$ cat src/rtl/serdes_8b10b_link_sequencer.sv
// rtl/serdes_8b10b_link_sequencer.sv - bring-up and recovery sequencer for the 8b10b SerDes link

module serdes_8b10b_link_sequencer #(
  parameter int MMCM_RST_CYCLES = 16,
  parameter int LOCK_TIMEOUT    = 4096,
  parameter int SETTLE_CYCLES   = 8,
  parameter int ALIGN_TIMEOUT   = 65535,
  parameter int ERR_WINDOW      = 256,
  parameter int ERR_THRESH      = 4,
  parameter int MAX_RETRIES     = 7,
  localparam int RW = (MAX_RETRIES > 0) ? $clog2(MAX_RETRIES + 1) : 1
) (
  input  logic          clk_ref,
  input  logic          rst_in,
  input  logic          enable,
  input  logic          mmcm_locked,
  input  logic          rx_aligned,
  input  logic          rx_code_err,
  output logic          mmcm_rst,
  output logic          tx_rst,
  output logic          rx_rst,
  output logic          tx_comma,
  output logic          link_up,
  output logic          fault,
  output logic [3:0]    state,
  output logic [RW-1:0] retry_cnt
);

  localparam logic [3:0] S_IDLE       = 4'd0;
  localparam logic [3:0] S_MMCM_RST   = 4'd1;
  localparam logic [3:0] S_WAIT_LOCK  = 4'd2;
  localparam logic [3:0] S_SETTLE     = 4'd3;
  localparam logic [3:0] S_TX_UP      = 4'd4;
  localparam logic [3:0] S_RX_RST     = 4'd5;
  localparam logic [3:0] S_WAIT_ALIGN = 4'd6;
  localparam logic [3:0] S_LINK_UP    = 4'd7;
  localparam logic [3:0] S_FAULT      = 4'd8;

  // One timer serves every state, so it must hold the longest terminal count.
  localparam int T_A  = (MMCM_RST_CYCLES > LOCK_TIMEOUT) ? MMCM_RST_CYCLES : LOCK_TIMEOUT;
  localparam int T_B  = (SETTLE_CYCLES > ALIGN_TIMEOUT) ? SETTLE_CYCLES : ALIGN_TIMEOUT;
  localparam int TMAX = (T_A > T_B) ? T_A : T_B;
  localparam int TW   = $clog2(TMAX + 1);
  localparam int WW   = (ERR_WINDOW > 1) ? $clog2(ERR_WINDOW) : 1;
  localparam int EW   = $clog2(ERR_THRESH + 1);

  localparam logic [TW-1:0] T_MMCM   = TW'(MMCM_RST_CYCLES - 1);
  localparam logic [TW-1:0] T_LOCK   = TW'(LOCK_TIMEOUT - 1);
  localparam logic [TW-1:0] T_SETTLE = TW'(SETTLE_CYCLES - 1);
  localparam logic [TW-1:0] T_ALIGN  = TW'(ALIGN_TIMEOUT - 1);
  localparam logic [WW-1:0] W_LAST   = WW'(ERR_WINDOW - 1);
  localparam logic [EW:0]   E_THRESH = (EW + 1)'(ERR_THRESH);
  localparam logic [RW-1:0] R_MAX    = RW'(MAX_RETRIES);

  logic          locked_m, locked_s;
  logic [TW-1:0] timer;
  logic [WW-1:0] win_cnt, win_nxt;
  logic [EW-1:0] err_cnt, err_nxt;
  logic [EW:0]   err_sum;
  logic [RW-1:0] retry_nxt;
  logic [3:0]    state_nxt;
  logic          do_retry, retry_mmcm, wrap;

  // Next-state, retry and error-window decisions for the current cycle.
  always_comb begin
    state_nxt  = state;
    retry_nxt  = retry_cnt;
    win_nxt    = win_cnt;
    err_nxt    = err_cnt;
    do_retry   = 1'b0;
    retry_mmcm = 1'b0;
    wrap       = (win_cnt == W_LAST);
    // On the wrap cycle the error belongs to the window that is starting.
    err_sum    = wrap ? {{EW{1'b0}}, rx_code_err}
                      : ({1'b0, err_cnt} + {{EW{1'b0}}, rx_code_err});
    case (state)
      S_IDLE:       if (enable) state_nxt = S_MMCM_RST;
      S_MMCM_RST:   if (timer == T_MMCM) state_nxt = S_WAIT_LOCK;
      S_WAIT_LOCK: begin
        if (locked_s)             state_nxt = S_SETTLE;
        else if (timer == T_LOCK) begin do_retry = 1'b1; retry_mmcm = 1'b1; end
      end
      S_SETTLE: begin
        if (!locked_s)              begin do_retry = 1'b1; retry_mmcm = 1'b1; end
        else if (timer == T_SETTLE) state_nxt = S_TX_UP;
      end
      S_TX_UP, S_RX_RST: begin
        if (!locked_s)              begin do_retry = 1'b1; retry_mmcm = 1'b1; end
        else if (timer == T_SETTLE) state_nxt = S_WAIT_ALIGN;
      end
      S_WAIT_ALIGN: begin
        if (!locked_s)             begin do_retry = 1'b1; retry_mmcm = 1'b1; end
        else if (rx_aligned)       state_nxt = S_LINK_UP;
        else if (timer == T_ALIGN) do_retry = 1'b1;
      end
      S_LINK_UP: begin
        win_nxt = wrap ? '0 : win_cnt + WW'(1);
        err_nxt = err_sum[EW-1:0];
        if (!locked_s)                            begin do_retry = 1'b1; retry_mmcm = 1'b1; end
        else if (!rx_aligned || err_sum >= E_THRESH) do_retry = 1'b1;
        else if (wrap && err_cnt == '0)           retry_nxt = '0;
      end
      S_FAULT:      state_nxt = S_FAULT;
      default:      state_nxt = S_IDLE;
    endcase
    if (do_retry) begin
      if (retry_cnt == R_MAX) begin
        state_nxt = S_FAULT;
      end else begin
        retry_nxt = retry_cnt + RW'(1);
        state_nxt = retry_mmcm ? S_MMCM_RST : S_RX_RST;
      end
    end
    if (!enable) begin
      state_nxt = S_IDLE;
      retry_nxt = retry_cnt;
    end
    if (state_nxt != state) begin
      win_nxt = '0;
      err_nxt = '0;
    end
  end

  // State, counters, lock synchroniser and Moore outputs registered from the next state.
  always_ff @(posedge clk_ref) begin
    if (rst_in) begin
      locked_m  <= 1'b0;
      locked_s  <= 1'b0;
      state     <= S_IDLE;
      timer     <= '0;
      win_cnt   <= '0;
      err_cnt   <= '0;
      retry_cnt <= '0;
      mmcm_rst  <= 1'b1;
      tx_rst    <= 1'b1;
      rx_rst    <= 1'b1;
      tx_comma  <= 1'b0;
      link_up   <= 1'b0;
      fault     <= 1'b0;
    end else begin
      locked_m  <= mmcm_locked;
      locked_s  <= locked_m;
      state     <= state_nxt;
      timer     <= (state_nxt != state) ? '0 : timer + TW'(1);
      win_cnt   <= win_nxt;
      err_cnt   <= err_nxt;
      retry_cnt <= retry_nxt;
      mmcm_rst  <= 1'b0;
      tx_rst    <= 1'b0;
      rx_rst    <= 1'b0;
      tx_comma  <= 1'b0;
      link_up   <= 1'b0;
      fault     <= 1'b0;
      case (state_nxt)
        S_WAIT_LOCK, S_SETTLE: begin
          tx_rst <= 1'b1;
          rx_rst <= 1'b1;
        end
        S_TX_UP, S_RX_RST: begin
          rx_rst   <= 1'b1;
          tx_comma <= 1'b1;
        end
        S_WAIT_ALIGN: tx_comma <= 1'b1;
        S_LINK_UP:    link_up  <= 1'b1;
        S_FAULT: begin
          mmcm_rst <= 1'b1;
          tx_rst   <= 1'b1;
          rx_rst   <= 1'b1;
          fault    <= 1'b1;
        end
        default: begin
          mmcm_rst <= 1'b1;
          tx_rst   <= 1'b1;
          rx_rst   <= 1'b1;
        end
      endcase
    end
  end

endmodule
$ cat config.mk
export PLATFORM = sky130hd
export DESIGN_NAME = serdes_8b10b_link_sequencer
export DESIGN_NICKNAME = d
export VERILOG_FILES = /design/src/rtl/serdes_8b10b_link_sequencer.sv
export SDC_FILE = /design/constraint.sdc
export NUM_CORES = 1
export LEC_CHECK = 0
export ABC_AREA = 1
export ABC_CLOCK_PERIOD_IN_PS = 6000
export CAP_MARGIN = 20
export CELL_PAD_IN_SITES_DETAIL_PLACEMENT = 1
export CELL_PAD_IN_SITES_GLOBAL_PLACEMENT = 1
export CORE_ASPECT_RATIO = 0.75
export CORE_MARGIN = 8
export CORE_UTILIZATION = 40
export CTS_BUF_LIST = sky130_fd_sc_hd__clkbuf_16
export CTS_CLUSTER_DIAMETER = 100
export DETAILED_ROUTE_END_ITERATION = 12
export PLACE_DENSITY_LB_ADDON = 0.25
export SLEW_MARGIN = 20
export SYNTH_ARGS = -nofsm -noshare
export SYNTH_HDL_FRONTEND = slang
export SYNTH_SLANG_ARGS = --single-unit
$ cat constraint.sdc
create_clock -name clk_ref -period 6 [get_ports clk_ref]
set_clock_uncertainty 0.2 [all_clocks]
set_input_delay 1.8 -clock clk_ref [delete_from_list [all_inputs] [get_ports clk_ref]]
set_output_delay 1.8 -clock clk_ref [all_outputs]
set_load 0.05 [all_outputs]
# Yosys cells after proc, flatten, opt, wreduce, memory -nomap -nowiden
# Index checks and enable logic that the tools add are counted.
dict set report op_classes {
  n_eq_ne 22
  n_reduce_logical 13
  magnitude_cmp 1
  n_mux 37
  addsub 4
}
# operator count
set ops {}
lappend ops {{$mux 4} 12}
lappend ops {{$eq 4x3->1 const B} 8}
lappend ops {{$pmux 4 s8} 1}
lappend ops {{$mux 3} 7}
lappend ops {{$add 16x1->16 const B} 1}
lappend ops {{$eq 16x12->1 const B} 1}
lappend ops {{$eq 16x16->1 const B} 1}
lappend ops {{$eq 16x3->1 const B} 1}
lappend ops {{$eq 16x4->1 const B} 1}
lappend ops {{$eq 4x2->1 const B} 4}
lappend ops {{$mux 1} 14}
lappend ops {{$add 8x1->8 const B} 1}
lappend ops {{$eq 4x4->1 const B} 2}
lappend ops {{$eq 8x8->1 const B} 1}
lappend ops {{$mux 8} 1}
lappend ops {{$reduce_or 2->1} 3}
lappend ops {{$reduce_or 3->1} 2}
lappend ops {{$reduce_or 6->1} 1}
lappend ops {{$reduce_or 5->1} 1}
lappend ops {{$add 3x1->4} 1}
lappend ops {{$eq 4x1->1 const B} 1}
lappend ops {{$ge 4x3->1 const B} 1}
lappend ops {{$logic_not 4->1} 1}
lappend ops {{$ne 4x4->1} 1}
lappend ops {{9 further kinds} 9}
dict set report word_totals {
  register_bits 42
  inputBits 6
}

# Longest topological paths before layout
# Gate-level depths: netlist (run 1).
dict set report depth {
  ltp_word 12
  depth_mapped 17
}

# Worst setup path before layout (run 1)
# OpenSTA, ideal clock, no wires.
dict set report synth_path {
  kind {input to register}
  start {input port rx_code_err}
  end {register win_cnt[5]}
  arrival_time_ns 3.531
  setup_slack_ns 2.208
  cell_stages 16
  setup_time_ns 0.062
  path_buffers 1
  cell_sequence {ha_1 > ha_1 > xnor2_1 > nand2_1 > nand2_1 > nand2_1 > nand2_2 > inv_1 > nor2_4 > nand3_2 > nand2_1 > nand3_2 > nor2_4 > nand3_4 > buf_12 > nor2_4}
}
dict set report synth_via {
  elab_chain_cells 11
}
# item line
set synth_rtl {}
lappend synth_rtl {{from (decl)} 18} ;# input logic rx_code_err,
lappend synth_rtl {{$add 3x1->4} 75} ;# : ({1'b0, err_cnt} + {{EW{1'b0}}, rx_code_err});
lappend synth_rtl {{$mux 4 *} 74} ;# err_sum = wrap ? {{EW{1'b0}}, rx_code_err}
lappend synth_rtl {{$ge 4x3->1 *} 100} ;# else if (!rx_aligned || err_sum >= E_THRESH) do_retry = 1'b1;
lappend synth_rtl {{$logic_or 1x1->1 *} 100}
lappend synth_rtl {{$mux 1 *} 100}
lappend synth_rtl {{$mux 1 *} 99} ;# if (!locked_s) begin do_retry = 1'b1; retry_mmcm = 1'b1; end
lappend synth_rtl {{$pmux 1 s4 *} 76} ;# case (state)
lappend synth_rtl {{$mux 4 *} 106} ;# if (do_retry) begin
lappend synth_rtl {{$mux 4 *} 114} ;# if (!enable) begin
lappend synth_rtl {{$ne 4x4->1 *} 118} ;# if (state_nxt != state) begin
lappend synth_rtl {{$reduce_or 2->1 (no line) *} --}
lappend synth_rtl {{to (signal assigned)} 145} ;# win_cnt <= win_nxt;
lappend synth_rtl {{to (decl)} 57} ;# logic [WW-1:0] win_cnt, win_nxt;
# Every way passes the cells marked *; elsewhere a longest branch is shown, timed or not.
# A chain may end at the register's enable or synchronous reset.

# Worst setup path after layout (run 1)
dict set report layout_path {
  start {input port rx_code_err}
  end {register err_cnt[1]}
}
dict set report layout_via {
  elab_chain_cells 11
}
# item line
set layout_rtl {}
lappend layout_rtl {{$add 3x1->4} 75}
lappend layout_rtl {{$mux 4 *} 74}
lappend layout_rtl {{$ge 4x3->1} 100}
lappend layout_rtl {{$logic_or 1x1->1} 100}
lappend layout_rtl {{$mux 1} 100}
lappend layout_rtl {{$mux 1} 99}
lappend layout_rtl {{$pmux 1 s4} 76}
lappend layout_rtl {{$mux 4} 106}
lappend layout_rtl {{$mux 4} 114}
lappend layout_rtl {{$ne 4x4->1} 118}
lappend layout_rtl {{$reduce_or 2->1 (no line)} --}
lappend layout_rtl {{to (signal assigned)} 146} ;# err_cnt <= err_nxt;
lappend layout_rtl {{to (decl)} 58} ;# logic [EW-1:0] err_cnt, err_nxt;
# Marked as above.

==> impl_metrics.py, run 1 <==
metrics = {
    "final_layout": {
        "n_fill_cell": 794,
        "seqCellArea_um2": 841,
        "finalNetCount": 374,
        "multi_input_comb_area_um2": 1410,
        "antenna_cells_inserted": 0,
        "areaGrowthSynthToFinish_pct": 14.7,
        "fraction_of_final_layout_cells_with_drive_strength_greater_than_1_pct": 16.7,
    },
    "power": {
        "vdd_ir_drop_max_mv": 0.0877,
        "power.density_nw_per_um2": 199,
        "p_leak_nw": 1.16,
    },
    "die": {
        "die-area_um2": 9020,
        "die_width_um": 107,
        "starting_utilization_of_the_core_area_pct": 40.4,
        "die_height_um": 84.3,
        "placeableCoreArea_um2": 6160,
        "row_count": 25,
        "pin_count": 19,
    },
    "synth": {
        "synthesis.area_um2": 2490,
        "count_of_state_elements_after_synthesis": 42,
        "ys_dominant_reg_cell": "sky130_fd_sc_hd__dfxtp_1",
        "synth-edff-count": 0,
        "synth.top_cell.area_share_pct": 33.8,
        "synth.lib_cells_used.distinct": 30,
        "synth_async_sr_flop_share_pct": 0,
        "nets_in_the_synthesized_netlist": 353,
        "yosys.area.top_type": "sky130_fd_sc_hd__dfxtp_1",
        "synth_top_cells_by_area": "sky130_fd_sc_hd__dfxtp_1 34%, sky130_fd_sc_hd__nand2_1 11%, sky130_fd_sc_hd__nor2_4 11%",
        "synth_seq_area_share_pct": 33.8,
        "synth_commonest_cells": "75 x sky130_fd_sc_hd__nand2_1, 51 x sky130_fd_sc_hd__nor2_1, 43 x sky130_fd_sc_hd__inv_1",
        "synth_area_per_cell_um2": 7.34,
        "ys.warnings.count": 0,
        "gate_count_after_technology_mapping": 339,
        "yosysMostFrequentCell": "sky130_fd_sc_hd__nand2_1",
    },
    "worst_setup_path": {
        "cpPeakStageDelay_ps": 510,
        "worst_path_max_delay_cell": "sky130_fd_sc_hd__nand3_4",
        "cpLargestDelayFamily": "simple AND/OR/NAND/NOR gates",
        "critPathCaptureType": "flop",
        "cp-start-kind": "input port",
        "worstPathArrival_ps": 4670,
        "cp_most_frequent_cell": "sky130_fd_sc_hd__nand2_1",
        "worst_path_buffer_plus_inverter_count": 2,
        "worst-path-max-fanout": 27,
        "crit_type": "in2reg",
        "crit_chain": "clkdlybuf4s50_1 -> ha_1 -> ha_1 -> xnor2_1 -> nand2_1 -> nand2_1 -> nand2_1 -> nand2_2 -> inv_1 -> nor2_4 -> nand3_2 -> nand2_1 -> nand3_2 -> nor2_4 -> nand3_4 -> nor2_1",
        "cp_data_required_time_ps": 5990,
    },
    "sta": {
        "timing.setup.tns_ps": 0,
        "setup_viol": 0,
        "layout_worst_path_cycle_share_pct": 78.0,
        "maximum_frequency_from_static_timing_analysis_mhz": 214,
        "fin_hold_ws_ps": 208,
        "worst_slew_pin_slew_ps": 739,
        "timing.slew.headroom_pct": 50.7,
        "timing.final.hold_violations": 0,
        "grt_setup_unrepaired": "false",
        "final_period_minus_worst_setup_slack_ps": 4680,
        "slew_viol_final": 0,
    },
    "clock_tree": {
        "worst_skew_late_latency_ps": 280,
        "cts_num_sinks": 42,
        "htreeDepth": 2,
        "post-cts-setup-buffer-count": 0,
        "numCtsBuffers": 5,
        "max-clock-path-buffers": 2,
        "tritoncts": "built",
        "post_cts_hold_buffer_count": 0,
        "clk_pin_slew_ps": 60,
        "post_cts_resized": 0,
        "clk_root_buffer_cell": "sky130_fd_sc_hd__clkbuf_16",
    },
    "drt": {
        "antenna_violating_nets_post_route": 0,
        "drt_wl_total_um": 5910,
        "avgViaCountPerCell": 4.77,
        "wl_per_cell_um": 13.4,
        "drt_pre_antenna_iters": 4,
        "detail_route.iter0.violations": 78,
        "vias": 2103,
        "detail_route.drc_violations": 0,
    },
    "global_routing": {
        "vias_in_the_first_global_route": 2272,
        "globalRouteTotalUtil_pct": 14.1,
        "grt-ovfl-total": 0,
        "antenna_violations_before_repair": 0,
        "first_pass_grt_wire_length_um": 10400,
        "largest_net_degree_at_the_start_of_global_routing": 28,
    },
    "place": {
        "detailed_placer_s_ending_hpwl_um": 4510,
        "gpl.final_weighted_congestion": 0.832,
        "io_buffers": 18,
    },
    "job": {
        "timing.max_cap.violations": 0,
    },
    "outcome": {
        "run_status": "finished clean",
    },
    "min_path": {
        "holdCritPathClass": "reg2reg",
    },
}
-- kinds of logic (layout without fill, tap and decap cells) --
kind of cell	Yosys count	count (layout)	share of synthesized area (%)
and+or+nand+nor	199	199	42.7
buffers and inverters	54	75	9.51
DFF	42	42	33.8
AOI/OAI and AO/OA	21	21	4.73
xor gates and xnor gates	15	15	5.28
adders and majority gates	8	8	4.02
-- power breakdown --
part           switching [mW]  leakage, nW  internal [mW]
Sequential            0.00331        0.339          0.281
Clock                  0.0998       0.0723          0.149
Combinational          0.0244        0.746         0.0100
Total                   0.128         1.16          0.440
-- metal layers --
layer	up-vias	global-route usage (%)	part of all wire, %
li1	1081	-	-
met1	999	18.0	50
met2	18	23.2	46
met3	5	3.06	2.3
met4	0	3.44	0.73
met5	-	0	0
-- stage by stage --
step                util, %  cells  setup slack (ps)  area [um^2]  power (mW)
detailed placement     44.1    434              1050         2720       0.325
CTS                    46.3    441              1290         2850       0.575
finish                 46.3    441              1320         2850       0.567
global route           46.3    441              1020         2850       0.591
floorplan                 -    339              2210         2490       0.320
global placement       44.1    434              1180         2720       0.325
-- state kept, by name, indices dropped and copies added, names as in the netlist, 3 cells and up --
signal and count:
state 4, win_cnt 8, timer 16, err_cnt 3
retry_cnt 3
-- path summary, 6_finish.rpt --
path                                  start         end  slack (ps)  depth (start not counted)
worst min register to register     locked_m    locked_s         210                          2
worst max register to register   err_cnt[0]  err_cnt[1]        2960                         15
worst min-delay path               locked_m    locked_s         210                          2
worst max-delay path            rx_code_err  err_cnt[1]        1320                         16
-- layout by cell type, fill, tap and decap left out, types with 8 or more instances in the layout --
cell / instances
sky130_fd_sc_hd__clkdlybuf4s50_1: 18
sky130_fd_sc_hd__dfxtp_1: 42
sky130_fd_sc_hd__ha_1: 8
sky130_fd_sc_hd__inv_1: 45
sky130_fd_sc_hd__nand2_1: 75
sky130_fd_sc_hd__nand2_2: 8
sky130_fd_sc_hd__nand3_1: 20
sky130_fd_sc_hd__nor2_1: 51
sky130_fd_sc_hd__nor2_4: 24
sky130_fd_sc_hd__xnor2_1: 10
-- worst reg2reg max path: cells and delay by family, from the launching register on --
kind,cells,cell delay [ps]
fa+ha+maj,2,410
simple gates,11,1730
flops,1,330
xor+xnor,1,200
buf+inv,1,80
-- area by class of cell --
cell class                 count  area share, %
multi-input combinational    243           49.4
sequential                    42           29.5
inverter                      50           6.58
clock inverter                 2          0.263
timing repair buffer          18           6.32
clock buffer                   5           4.39
tap                           81           3.55
Note: power is estimated with default switching activity, not from simulation.
==> run 2, diff against run 1 <==
--- a/config.mk
+++ b/config.mk
@@ -6,13 +6,13 @@
 export NUM_CORES = 1
 export LEC_CHECK = 0
 export ABC_AREA = 1
-export ABC_CLOCK_PERIOD_IN_PS = 6000
+export ABC_CLOCK_PERIOD_IN_PS = 4100
 export CAP_MARGIN = 20
 export CELL_PAD_IN_SITES_DETAIL_PLACEMENT = 1
 export CELL_PAD_IN_SITES_GLOBAL_PLACEMENT = 1
 export CORE_ASPECT_RATIO = 0.75
 export CORE_MARGIN = 8
-export CORE_UTILIZATION = 40
+export CORE_UTILIZATION = 38
 export CTS_BUF_LIST = sky130_fd_sc_hd__clkbuf_16
 export CTS_CLUSTER_DIAMETER = 100
 export DETAILED_ROUTE_END_ITERATION = 12
==> constraint.sdc (replaced) <==
create_clock -name clk_ref -period 4.1 [get_ports clk_ref]
set_clock_uncertainty 0.2 [all_clocks]
set_input_delay 1.23 -clock clk_ref [delete_from_list [all_inputs] [get_ports clk_ref]]
set_output_delay 1.23 -clock clk_ref [all_outputs]
set_load 0.05 [all_outputs]
==> impl_metrics.py, run 2 (synthesis results as in run 1) <==
metrics = {
    "worst_setup_path": {
        "worst_path_max_delay_cell": "sky130_fd_sc_hd__clkdlybuf4s50_1",
        "critPathCaptureType": "flop",
        "worst-path-max-fanout": 12,
        "worst_path_buffer_plus_inverter_count": 3,
        "crit_type": "in2reg",
        "crit_chain": "clkdlybuf4s50_1 -> ha_1 -> ha_1 -> xnor2_1 -> nand2_1 -> nand2_1 -> nand2_1 -> nand2_2 -> inv_1 -> nor2_4 -> nand3_2 -> nand2_1 -> nand3_2 -> nor2_4 -> nand3_4 -> buf_12 -> nor2_1",
        "cpLargestDelayFamily": "simple AND/OR/NAND/NOR gates",
        "cpPeakStageDelay_ps": 430,
        "cp_data_required_time_ps": 4120,
        "worstPathArrival_ps": 3690,
        "cp-start-kind": "input port",
        "cp-startpoint": "rx_code_err",
        "regToRegStartpoint": "err_cnt[0]",
        "cp_most_frequent_cell": "sky130_fd_sc_hd__nand2_1",
    },
    "die": {
        "die_height_um": 86.1,
        "die-area_um2": 9420,
        "die_width_um": 109,
        "starting_utilization_of_the_core_area_pct": 39.4,
        "pin_count": 19,
        "row_count": 25,
        "placeableCoreArea_um2": 6320,
    },
    "clock_tree": {
        "cts_num_sinks": 42,
        "htreeDepth": 2,
        "tritoncts": "built",
        "numCtsBuffers": 5,
        "clk_pin_slew_ps": 60,
        "post-cts-setup-buffer-count": 0,
        "worst_skew_late_latency_ps": 280,
        "post_cts_hold_buffer_count": 0,
        "post_cts_resized": 0,
        "max-clock-path-buffers": 2,
        "clk_root_buffer_cell": "sky130_fd_sc_hd__clkbuf_16",
    },
    "power": {
        "vdd_ir_drop_max_mv": 0.159,
        "finalPower_uw": 915,
        "power_frac_comb_pct": 6.5,
        "p_leak_nw": 1.19,
        "power.internal_uw": 715,
        "share_seq_of_total_power_pct": 45.5,
        "power.switching_uw": 200,
        "power.density_nw_per_um2": 313,
        "p_clk_share_pct": 48.0,
        "sw_frac_of_total_pct": 21.9,
    },
    "final_layout": {
        "n_fill_cell": 801,
        "registers.top_by_ff_count": "timer",
        "most-common-layout-cells": "75 x sky130_fd_sc_hd__nand2_1, 51 x sky130_fd_sc_hd__nor2_1, 43 x sky130_fd_sc_hd__inv_1",
        "seqCellArea_um2": 841,
        "layout_commonest_cell": "sky130_fd_sc_hd__nand2_1",
        "multi_input_comb_area_um2": 1410,
        "fraction_of_final_layout_cells_with_drive_strength_greater_than_1_pct": 17.6,
        "areaGrowthSynthToFinish_pct": 17.7,
        "finalNetCount": 377,
        "antenna_cells_inserted": 0,
        "top_regs": "timer (16), win_cnt (8), state (4)",
        "largest_register_ffs": 16,
    },
    "sta": {
        "slew_viol_final": 0,
        "grt_setup_unrepaired": "false",
        "setup_viol": 0,
        "timing.slew.headroom_pct": 65.9,
        "maximum_frequency_from_static_timing_analysis_mhz": 273,
        "layout_worst_path_cycle_share_pct": 89.4,
        "final_period_minus_worst_setup_slack_ps": 3660,
        "worst_slew_pin_slew_ps": 510,
        "timing.final.hold_violations": 0,
        "timing.setup.tns_ps": 0,
    },
    "min_path": {
        "holdCritPathClass": "reg2reg",
        "min-delay-start": "locked_m",
    },
    "global_routing": {
        "first_pass_grt_wire_length_um": 10900,
        "globalRouteTotalUtil_pct": 14.4,
        "grt-ovfl-total": 0,
        "antenna_violations_before_repair": 0,
        "vias_in_the_first_global_route": 2285,
        "largest_net_degree_at_the_start_of_global_routing": 16,
    },
    "drt": {
        "detail_route.iter0.violations": 58,
        "drt_pre_antenna_iters": 4,
        "vias": 2096,
        "avgViaCountPerCell": 4.72,
        "drt_wl_total_um": 6090,
        "antenna_violating_nets_post_route": 0,
        "detail_route.drc_violations": 0,
        "wl_per_cell_um": 13.7,
    },
    "place": {
        "detailed_placer_s_ending_hpwl_um": 4710,
        "gpl.final_weighted_congestion": 0.835,
        "io_buffers": 18,
    },
    "job": {
        "timing.max_cap.violations": 0,
    },
    "outcome": {
        "run_status": "finished clean",
    },
}
-- run 2: cell types whose count changed in the layout (fill, tap and decap cells not counted) --
cell and change:
sky130_fd_sc_hd__inv_1 -2, sky130_fd_sc_hd__bufinv_16 +1, sky130_fd_sc_hd__clkinv_1 +1, sky130_fd_sc_hd__buf_4 +1, sky130_fd_sc_hd__buf_12 +2
-- run 2: worst min-delay path, stage by stage, from the launching register on --
cell	delay [ps]
sky130_fd_sc_hd__dfxtp_1	290
sky130_fd_sc_hd__inv_1	40
sky130_fd_sc_hd__nor2_1	30
-- run 2: stage by stage --
step	instance area [um^2]	hold WS [ps]	worst slack, ps	cells	utilization (%)
finish	2930	209	436	444	46.3
detailed placement	2770	203	175	437	43.8
global route	2930	239	180	444	46.3
global placement	2770	191	266	437	43.8
floorplan	2490	188	878	339	-
CTS	2930	211	405	444	46.3
-- run 2: final timing paths --
path	endpoint	slack, ps	cells after the start
max	timer[10]	440	17
min	locked_s	210	2
max reg2reg	timer[10]	1490	16
min reg2reg	locked_s	210	2
-- run 2: cell type report --
cell class	instances	share of cell area, %
Multi-Input combinational cell	243	48.2
Inverter	50	6.41
Sequential cell	42	28.7
Timing Repair Buffer	21	7.78
Tap cell	81	3.46
Clock inverter	2	1.15
Clock buffer	5	4.28
-- run 2: power groups by stage --
stage	registers, mW	logic [mW]	clock network [mW]
after floorplan	0.426	0.0421	0
after detailed placement	0.425	0.0594	0
final	0.416	0.0593	0.439
after global placement	0.425	0.0576	0
after global routing	0.417	0.0646	0.471
after CTS	0.416	0.0600	0.451
-- run 2: layer usage --
layer  GRT usage, %  vias to the layer above  part of all wire, %
li1               -                     1088                    -
met1           19.5                      977                   51
met2           21.5                       24                   44
met3           3.75                        7                  3.5
met4           4.40                        0                  1.3
met5              0                        -                    0
